--- config.mk ---
export PLATFORM = sky130hd
export DESIGN_NAME = alu_issue_ctrl
export DESIGN_NICKNAME = d
export VERILOG_FILES = /design/src/rtl/alu_issue_ctrl.sv
export SDC_FILE = /design/constraint.sdc
export NUM_CORES = 1
export LEC_CHECK = 0
export CAP_MARGIN = 15
export CORE_ASPECT_RATIO = 1.4
export CORE_UTILIZATION = 39
export DETAILED_ROUTE_END_ITERATION = 7
export PLACE_DENSITY_LB_ADDON = 0.2
export SETUP_SLACK_MARGIN = 0.1
export SLEW_MARGIN = 20
export SYNTH_ARGS = -nofsm -noshare
export SYNTH_HDL_FRONTEND = slang
export SYNTH_SLANG_ARGS = --single-unit
--- constraint.sdc ---
create_clock -name clk -period 6 [get_ports clk]
set_input_delay 1.8 -clock clk [delete_from_list [all_inputs] [get_ports clk]]
set_output_delay 1.8 -clock clk [all_outputs]
set_load 0.03 [all_outputs]
--- src/rtl/alu_issue_ctrl.sv ---
// ALU issue controller: decodes one instruction, reads operands, drives the alu, writes back.
// Define ALU_ISSUE_BYPASS_EN to merge writeback into EXEC (3-cycle issue).
module alu_issue_ctrl #(
    parameter int DATA_W     = 16,
    parameter int REG_ADDR_W = 4,
    parameter int FLAG_W     = 5
) (
    input  logic                  clk,
    input  logic                  reset,
    input  logic                  inst_valid,
    output logic                  inst_ready,
    input  logic [15:0]           inst,
    output logic [REG_ADDR_W-1:0] rf_raddr_a,
    output logic [REG_ADDR_W-1:0] rf_raddr_b,
    input  logic [DATA_W-1:0]     rf_rdata_a,
    input  logic [DATA_W-1:0]     rf_rdata_b,
    output logic                  rf_we,
    output logic [REG_ADDR_W-1:0] rf_waddr,
    output logic [DATA_W-1:0]     rf_wdata,
    output logic [DATA_W-1:0]     alu_a,
    output logic [DATA_W-1:0]     alu_b,
    output logic                  alu_carry_in,
    output logic [7:0]            alu_opcode,
    input  logic [DATA_W-1:0]     alu_c,
    input  logic [FLAG_W-1:0]     alu_flags,
    output logic [FLAG_W-1:0]     psr,
    output logic                  done,
    output logic                  illegal
);

    typedef enum logic [1:0] {
        S_IDLE,
        S_READ,
        S_EXEC,
        S_WB
    } state_t;

    state_t              r_state;
    state_t              w_next;
    logic [15:0]         r_inst;
    logic [FLAG_W-1:0]   r_psr;
`ifndef ALU_ISSUE_BYPASS_EN
    logic [DATA_W-1:0]   r_c;
    logic [FLAG_W-1:0]   r_flags;
`endif

    logic [3:0]          w_op;
    logic [3:0]          w_ext;
    logic [7:0]          w_imm8;
    logic                w_imm_op;
    logic                w_sext;
    logic [7:0]          w_opcode;
    logic [DATA_W-1:0]   w_b;
    logic                w_legal;
    logic                w_nop;
    logic                w_cmp;
    logic                w_wr;
    logic                w_upd;

    assign w_op     = r_inst[15:12];
    assign w_ext    = r_inst[7:4];
    assign w_imm8   = r_inst[7:0];
    assign w_imm_op = w_op inside {4'h1, 4'h2, 4'h3, 4'h5, 4'h6,
                                   4'h7, 4'h9, 4'hA, 4'hB, 4'hC};
    assign w_sext   = w_op inside {4'h5, 4'h7, 4'h9, 4'hB};

    always_comb begin
        w_opcode = 8'h00;
        w_b      = '0;
        w_legal  = 1'b0;
        w_nop    = 1'b0;
        w_cmp    = 1'b0;
        unique case (1'b1)
            (w_op == 4'h0): begin
                w_opcode = {4'h0, w_ext};
                w_b      = rf_rdata_b;
                w_nop    = (w_ext == 4'h0);
                w_legal  = w_nop || (w_ext inside {[4'h1:4'h9], 4'hB, 4'hF});
                w_cmp    = (w_ext == 4'hB) || (w_ext == 4'h8);
            end
            (w_op == 4'h8): begin
                w_opcode = {4'h8, w_ext};
                w_b      = r_inst[6] ? rf_rdata_b
                                     : {{(DATA_W-4){1'b0}}, r_inst[3:0]};
                w_legal  = (w_ext <= 4'hB);
            end
            w_imm_op: begin
                w_opcode = {w_op, 4'h0};
                w_b      = w_sext ? {{(DATA_W-8){w_imm8[7]}}, w_imm8}
                                  : {{(DATA_W-8){1'b0}}, w_imm8};
                w_legal  = 1'b1;
                w_cmp    = (w_op == 4'hB) || (w_op == 4'hC);
            end
            default: ;
        endcase
    end

    assign w_wr  = w_legal & ~w_nop & ~w_cmp;
    assign w_upd = w_legal & ~w_nop;

    assign rf_raddr_a   = r_inst[11:8];
    assign rf_raddr_b   = r_inst[3:0];
    assign rf_waddr     = r_inst[11:8];
    assign alu_carry_in = r_psr[3];
    assign psr          = r_psr;
`ifdef ALU_ISSUE_BYPASS_EN
    assign rf_wdata     = alu_c;
`else
    assign rf_wdata     = r_c;
`endif

    // Retire strobes are masked by reset so an aborted instruction never writes.
    always_comb begin
        w_next     = r_state;
        inst_ready = 1'b0;
        rf_we      = 1'b0;
        done       = 1'b0;
        illegal    = 1'b0;
        alu_opcode = 8'h00;
        alu_a      = '0;
        alu_b      = '0;
        unique case (r_state)
            S_IDLE: begin
                inst_ready = 1'b1;
                if (inst_valid) w_next = S_READ;
            end
            S_READ: w_next = S_EXEC;
            S_EXEC: begin
                alu_opcode = w_opcode;
                alu_a      = rf_rdata_a;
                alu_b      = w_b;
`ifdef ALU_ISSUE_BYPASS_EN
                rf_we   = w_wr & ~reset;
                done    = w_legal & ~reset;
                illegal = ~w_legal & ~reset;
                w_next  = S_IDLE;
`else
                w_next  = S_WB;
`endif
            end
            S_WB: begin
`ifndef ALU_ISSUE_BYPASS_EN
                rf_we   = w_wr & ~reset;
                done    = w_legal & ~reset;
                illegal = ~w_legal & ~reset;
`endif
                w_next  = S_IDLE;
            end
            default: w_next = S_IDLE;
        endcase
    end

    always_ff @(posedge clk) begin
        if (reset) begin
            r_state <= S_IDLE;
            r_inst  <= '0;
            r_psr   <= '0;
`ifndef ALU_ISSUE_BYPASS_EN
            r_c     <= '0;
            r_flags <= '0;
`endif
        end else begin
            r_state <= w_next;
            if (r_state == S_IDLE && inst_valid) r_inst <= inst;
`ifdef ALU_ISSUE_BYPASS_EN
            if (r_state == S_EXEC && w_upd) r_psr <= alu_flags;
`else
            if (r_state == S_EXEC) begin
                r_c     <= alu_c;
                r_flags <= alu_flags;
            end
            if (r_state == S_WB && w_upd) r_psr <= r_flags;
`endif
        end
    end

endmodule

After elaboration in Yosys (flattened, before gate mapping)
Cells that the tools add are included.
{"block": "totals", "regBits": 44, "in_bits": 72, "word_cells": 63}
{"block": "classes", "n_lt_le_gt_ge": 3, "n_eq_ne": 18, "n_mux": 16, "bitwise": 9, "n_reduce_logical": 12}
{"op": "$mux 16", "n": 4}
{"op": "$pmux 16 s3", "n": 1}
{"op": "$eq 4x4->1 const B", "n": 8}
{"op": "$pmux 8 s3", "n": 1}
{"op": "$eq 4x3->1 const B", "n": 3}
{"op": "$reduce_bool 10->1", "n": 1}
{"op": "$eq 4x2->1 const B", "n": 2}
{"op": "$le 4x4->1 const B", "n": 2}
{"op": "$logic_not 4->1", "n": 2}
{"op": "$mux 8", "n": 1}
{"op": "$pmux 2 s4", "n": 1}
{"op": "$and 1x1->1", "n": 5}
{"op": "$mux 1", "n": 5}
{"op": "$eq 2x2->1 const B", "n": 2}
{"op": "$eq 4x1->1 const B", "n": 1}
{"op": "$ge 4x1->1 const B", "n": 1}
{"op": "$not 1->1", "n": 4}
{"op": "$reduce_bool 4->1", "n": 1}
{"op": "$logic_and 1x1->1", "n": 3}
{"op": "$logic_or 1x1->1", "n": 3}
{"op": "$pmux 1 s3", "n": 1}
{"op": "$reduce_bool 3->1", "n": 1}
{"op": "$eq 2x1->1 const B", "n": 1}
{"op": "$logic_not 2->1", "n": 1}
{"op": "other kinds (3)", "n": 3}

Depth between registers and ports, before layout
Gate-level depths: netlist (run 1).
{"block": "depth", "ltp_word": 9, "depth_mapped": 7}

Worst setup path after synthesis (run 1)
Ideal clock, no wire load.
{"block": "synth_timing", "kind": "in2out", "start": "in reset", "end": "out illegal", "arrival_ns": 2.921, "path_slack_ns": 1.279, "path_stages": 3, "n_path_buf": 2, "path_cell_list": "clkbuf_1 -> clkbuf_1 -> nor3b_1"}
{"block": "synth_between", "elab_chain_len": 3}
{"element": "start: declaration", "line_no": "9", "text": "input logic reset,"}
{"element": "$not 1->1", "line_no": "145", "text": "illegal = ~w_legal & ~reset;"}
{"element": "$and 1x1->1", "line_no": "145"}
{"element": "$mux 1", "line_no": "122", "text": "unique case (r_state)"}
{"element": "end: declaration", "line_no": "28", "text": "output logic illegal"}
No other way between the ends.

Worst setup path after layout (run 1)
{"block": "layout_timing", "start": "in rf_rdata_b[11]", "end": "out alu_b[11]"}
{"block": "layout_between", "elab_chain_len": 3}
{"element": "start: declaration", "line_no": "16", "text": "input logic [DATA_W-1:0] rf_rdata_b,"}
{"element": "$mux 16", "line_no": "83", "text": "w_b = r_inst[6] ? rf_rdata_b"}
{"element": "$pmux 16 s3 *", "line_no": "73", "text": "unique case (1'b1)"}
{"element": "$mux 16 *", "line_no": "122"}
{"element": "end: declaration", "line_no": "21", "text": "output logic [DATA_W-1:0] alu_b,"}
Mark *: on every way between the ends. The rest lies on a longest branch, timed or not.

==> impl_results.md, run 1 <==
- Total track usage: 0.1956
- FF-to-FF Start: r_inst[15]
- Reg-to-reg setup timing slack: 4.00 ns
- Mapped Area: 2281 sq um
- CP endpoint kind: output port
- DRC viols: 0
- DIE WIDTH: 66.64 microns
- Clock tree buffer depth: 2
- Grt ovf: 0
- Status: completed
- # Post-CTS Setup Buffers: 0
- Antenna fix cells: 0
- Number of clock sinks: 44
- DR WL/cell: 12.70 microns
- Syn avg cell area: 8.146 sq um
- Drt via density: 4.874
- Syn_nets: 355
- Total wire length: 6034 microns
- Critical Path RT: 4.20 ns
- Setup crit start kind: input port
- Root Buffer: clkbuf_8
- Hold Path End: psr[0]
- Commonest non-fill, non-tap cell in the layout: clkdlybuf4s50_1
- Hold violation total from the final report: 0
- CTS Buf Count: 5
- # resized after CTS: 0
- Post-synthesis register bit count: 44
- Setup TNS Final: 0 ns
- Ys async rst share: 0
- Cells after Synth: 280
- Fmax: 0.2004 GHz
- Cell Pwr Density: 347.8 nW/um^2
- Max-slew violations: 0
- DR iter-0 viols: 52
- Cell variety after synth: 34
- Synthesis-to-layout area growth: 65.06%
- Final core occ: 0.6765
- Number of H-tree levels: 2
- Clock latency on the worst-skew pair: 0.28 ns
- Layout net count: 482
- Rel. slew slack: 0.2937
- Worst slew pin tran: 1.052 ns
- Crit path from: rf_rdata_b[11]
- First-pass GRT wire length: 9432 microns
- Maxcap violations: 0
- FF-to-FF End: psr[1]
- Hold_buf cts: 0
- IO Pins: 150
- Fin Clk Skew: 0.003321 ns
- Worst-path maximum fanout: 1
- Die area: 6163 sq um
- Die height: 92.49 microns
- Final ANT Viol Nets: 0
- Hold WS: 0.4731 ns
- Hold Startpoint: psr[0]
- R2r worst-path depth: 5
- Hold Path Class: reg -> reg
- Largest net degree at the start of global routing: 47
- Pre-antenna DRT Iters: 4
- Via count: 2315
- Leakage: 0.001411 uW
- Share of layout cells above drive strength 1: 0.03194
- Initial core utilization: 0.4098
- Peak supply drop: 0.0002689 V
- Ys Warns: 0
- Vias in the first global route: 2169
- Most used DFF post-synth: dfxtp_1
- WP data arrival: 3.19 ns
- DP HPWL: 4613 microns
- RSZ-0062 raised after global routing: no
- Seq/Total Area, Yosys: 0.3862
- TritonCTS clock tree: yes
- Core Area: 5565 sq um
- Final setup viols: 0
- Worst-path clk slew: 0.08 ns
- Initial antenna violation count: 0
- Overall Power: 1309 uW
- Hold path depth: 2
- # rows: 32
- Minimum clock period: 4.990 ns
- Gpl congestion: 0.8006
- Number of port buffers: 149
- Post-route clock period utilization: 0.8316
- Commonest cells after routing, fill and taps aside: clkdlybuf4s50_1, nand2_1, dfxtp_1
- Crit Path Class: in -> out
- Number of synthesized flops with an enable pin: 0
critical path, cell delays in order:
cell and delay, ns:
clkdlybuf4s50_1 0.45, nand2_1 0.04, a21oi_1 0.19, clkdlybuf4s50_1 0.71
registers in the layout, summed over array words and instances, names as in the netlist:
register,cells
r_state,2
r_inst,16
r_flags,5
psr,5
rf_wdata,16
power breakdown:
group | leakage, uW | total (uW) | switching, uW | internal, uW
logic | 0.00101 | 738 | 417 | 321
registers | 0.000358 | 401 | 50.7 | 350
clock network | 0.0000410 | 170 | 91.3 | 79.2
total | 0.00141 | 1310 | 559 | 750
per-layer routing:
metal,vias to the layer above,part of all wire,GRT usage
met3,2,0.10,0.05911
met2,107,0.52,0.3754
li1,1161,-,-
met1,1045,0.37,0.1918
met4,0,0.0051,0.05851
met5,-,0,0
through the flow:
step	cells	setup slack [ns]	instance area (sq um)
finish	475	1.010	3765
global route	475	0.9158	3765
CTS	475	0.9877	3765
detailed placement	468	0.9849	3687
global placement	468	0.9704	3687
floorplan	280	1.279	2281
how the worst max path moves through the flow:
stage                     end  slack (ns)  depth (start not counted)
floorplan             illegal        1.28                          3
global placement    alu_b[11]        0.97                          4
detailed placement  alu_b[11]        0.98                          4
CTS                 alu_b[11]        0.99                          4
global route        alu_b[11]        0.92                          4
finish              alu_b[11]        1.01                          4
final cells by class:
type                    instances  area [sq um]
clock inverters                 1         5.005
clock buffers                   6         72.57
well taps                      68         85.08
flip-flops and latches         44         880.8
inverters                       4         15.01
repair buffers                151          1501
multi-input cells             201          1205
fillers                       475          1800
cells in the mapped netlist, drive strengths merged, types with 2 or more instances:
cell / n / area share
a22oi: 8 / 0.026
buf: 21 / 0.064
nand2b: 11 / 0.030
nor2b: 3 / 0.0082
nand2: 46 / 0.076
dfxtp: 44 / 0.39
nor2: 33 / 0.058
xnor2: 2 / 0.0077
a21oi: 24 / 0.053
nand3: 2 / 0.0044
inv: 4 / 0.0066
ha: 3 / 0.016
clkbuf: 10 / 0.016
o21ai: 3 / 0.0066
nor4: 2 / 0.0055
and3: 9 / 0.025
xor2: 2 / 0.011
and2: 17 / 0.047
mux2i: 27 / 0.12
kinds of logic after synthesis:
logic type / Yosys count / synth area share
and+or+nand+nor: 126 / 0.2622
DFF: 44 / 0.3862
AOI/OAI and AO/OA: 41 / 0.1114
buffers and inverters: 35 / 0.08667
muxes: 27 / 0.1185
xor gates and xnor gates: 4 / 0.01865
adders and majority gates: 3 / 0.01646
Note: power is estimated with default switching activity, not from simulation.
==> inputs of run 2 (changes only) <==
CORE_UTILIZATION = 36   (was 39)
clock period = 4.7 ns   (was 6 ns; I/O delays follow)
==> run 2 against run 1 <==
Setup slack got worse by 0.51 ns. Combinational power is 29% higher. Critical endpoint is now alu_b[15]. Non-clock buffer count is 1 higher.
==> impl_results.md, run 2 (synthesis gave the netlist of run 1 again) <==
- Status: completed
- Post-Layout Inst Area: 3827 sq um
- Worst slew pin tran: 0.6139 ns
- Crit path from: rf_rdata_b[15]
- Reg power frac: 0.287
- Most used cell, CP: clkdlybuf4s50_1
- Largest net degree at the start of global routing: 35
- Leakage: 0.001440 uW
- Layout net count: 483
- Critical Path RT: 3.29 ns
- Overall Power: 1780 uW
- Via count: 2321
- Number of clock sinks: 44
- Reg-to-reg setup timing slack: 2.89 ns
- Crit Path Class: in -> out
- RSZ-0062 raised after global routing: no
- Die height: 96.18 microns
- IO Pins: 150
- DR iter-0 viols: 61
- CP cell instances: clkdlybuf4s50_1, nand2_1, a21oi_1, clkdlybuf4s50_1
- Hold path depth: 2
- Hold Path End: psr[4]
- Total wire length: 6261 microns
- FF-to-FF Start: r_inst[12]
- CP endpoint kind: output port
- Number of port buffers: 149
- Maxcap violations: 0
- Final ANT Viol Nets: 0
- # Post-CTS Setup Buffers: 0
- Setup TNS Final: 0 ns
- Switching Power: 729.9 uW
- DIE WIDTH: 69.28 microns
- Internal: 1050 uW
- Peak supply drop: 0.0003087 V
- WP data arrival: 2.79 ns
- Dpl cell area: 3697 sq um
- Net Sw Frac: 0.4101
- Setup crit start kind: input port
- CTS Buf Count: 5
- # rows: 33
- Hold Startpoint: psr[4]
- Hold violation total from the final report: 0
- First-pass GRT wire length: 9963 microns
- Initial core utilization: 0.3810
- CP top delay family: buffers and inverters
- DR WL/cell: 13.07 microns
- Antenna fix cells: 0
- Max-slew violations: 0
- Vias in the first global route: 2110
- Commonest cells after routing, fill and taps aside: clkdlybuf4s50_1, nand2_1, dfxtp_1
- Synthesis-to-layout area growth: 67.80%
- Rel. slew slack: 0.5907
- Placed Cells: 471
- Hold Path Class: reg -> reg
- Final setup viols: 0
- Initial antenna violation count: 0
- # resized after CTS: 0
- Clk pwr share: 0.178
- Fin Clk Skew: 0.007922 ns
- CP max stage delay: 0.69 ns
- Number of H-tree levels: 2
- R2r worst-path depth: 4
- Root Buffer: clkbuf_8
- Drt via density: 4.846
- Total track usage: 0.1867
- Hold_buf cts: 0
- Post-route clock period utilization: 0.8932
- Clock latency on the worst-skew pair: 0.29 ns
- DP HPWL: 4852 microns
- Fmax: 0.2382 GHz
- Share of layout cells above drive strength 1: 0.04156
- DRC viols: 0
- TritonCTS clock tree: yes
- FF-to-FF End: psr[2]
- Cell Pwr Density: 465.1 nW/um^2
- Minimum clock period: 4.198 ns
- Combinational cell fraction of total power: 0.536
- Final core occ: 0.6393
- Pre-antenna DRT Iters: 4
- Commonest non-fill, non-tap cell in the layout: clkdlybuf4s50_1
- Core Area: 5987 sq um
- Buf/Inv on CP: 2
- Die area: 6663 sq um
- Slowest CP cell: clkdlybuf4s50_1
- Clock tree buffer depth: 2
- Gpl congestion: 0.8141
- Worst-path clk slew: 0.08 ns
- Worst-path maximum fanout: 1
- Final std cells w/o fill: 479
- Grt ovf: 0
- Fillers: 521
run 2: changes by cell type in the layout (fill, tap and decap cells not counted), sizes merged:
cell / delta
clkbuf: +1
clkinv: -1
buf: +1
bufinv: +1
run 2: power by group through the flow:
stage | registers, uW | logic (uW) | clock network, uW
3_5_place_dp | 520 | 961 | 0
2_1_floorplan | 558 | 601 | 0
3_3_place_gp | 517 | 949 | 0
4_1_cts | 512 | 963 | 326
5_1_grt | 523 | 1030 | 342
6_report | 511 | 953 | 316
run 2: how the worst max path moves through the flow:
stage                      endpoint  slack [ns]  cells past startpoint
after detailed placement  alu_b[14]        0.48                      4
after CTS                 alu_b[14]        0.47                      4
after global placement    alu_b[15]        0.49                      4
after global routing          rf_we        0.35                      6
final                     alu_b[15]        0.50                      4
after floorplan             illegal        0.76                      3
run 2: layout make-up:
cell class / instances / area [sq um] / share of cell area
multi-input combinational: 201 / 1209 / 0.3158
clock inverter: 1 / 30.03 / 0.007846
inverter: 4 / 15.01 / 0.003923
clock buffer: 7 / 96.34 / 0.02517
sequential: 44 / 880.8 / 0.2301
timing repair buffer: 152 / 1509 / 0.3942
tap: 70 / 87.58 / 0.02288
run 2: stage by stage:
step / setup WS (ns) / hold slack [ns]
floorplan: 0.7593 / 0.4494
global placement: 0.4921 / 0.4584
detailed placement: 0.4777 / 0.4663
CTS: 0.4726 / 0.4777
global route: 0.3512 / 0.4927
finish: 0.5020 / 0.4744
run 2: worst min-delay path: stages (launching register included):
cell	delay, ns
dfxtp_1	0.31
nand2b_1	0.06
mux2i_1	0.06
run 2: layer usage:
| metal | share of wire | GRT usage | up-vias |
|---|---|---|---|
| li1 | - | - | 1169 |
| met1 | 0.39 | 0.1907 | 1037 |
| met2 | 0.50 | 0.3487 | 111 |
| met3 | 0.096 | 0.07225 | 4 |
| met4 | 0.0081 | 0.06122 | 0 |
| met5 | 0 | 0 | - |
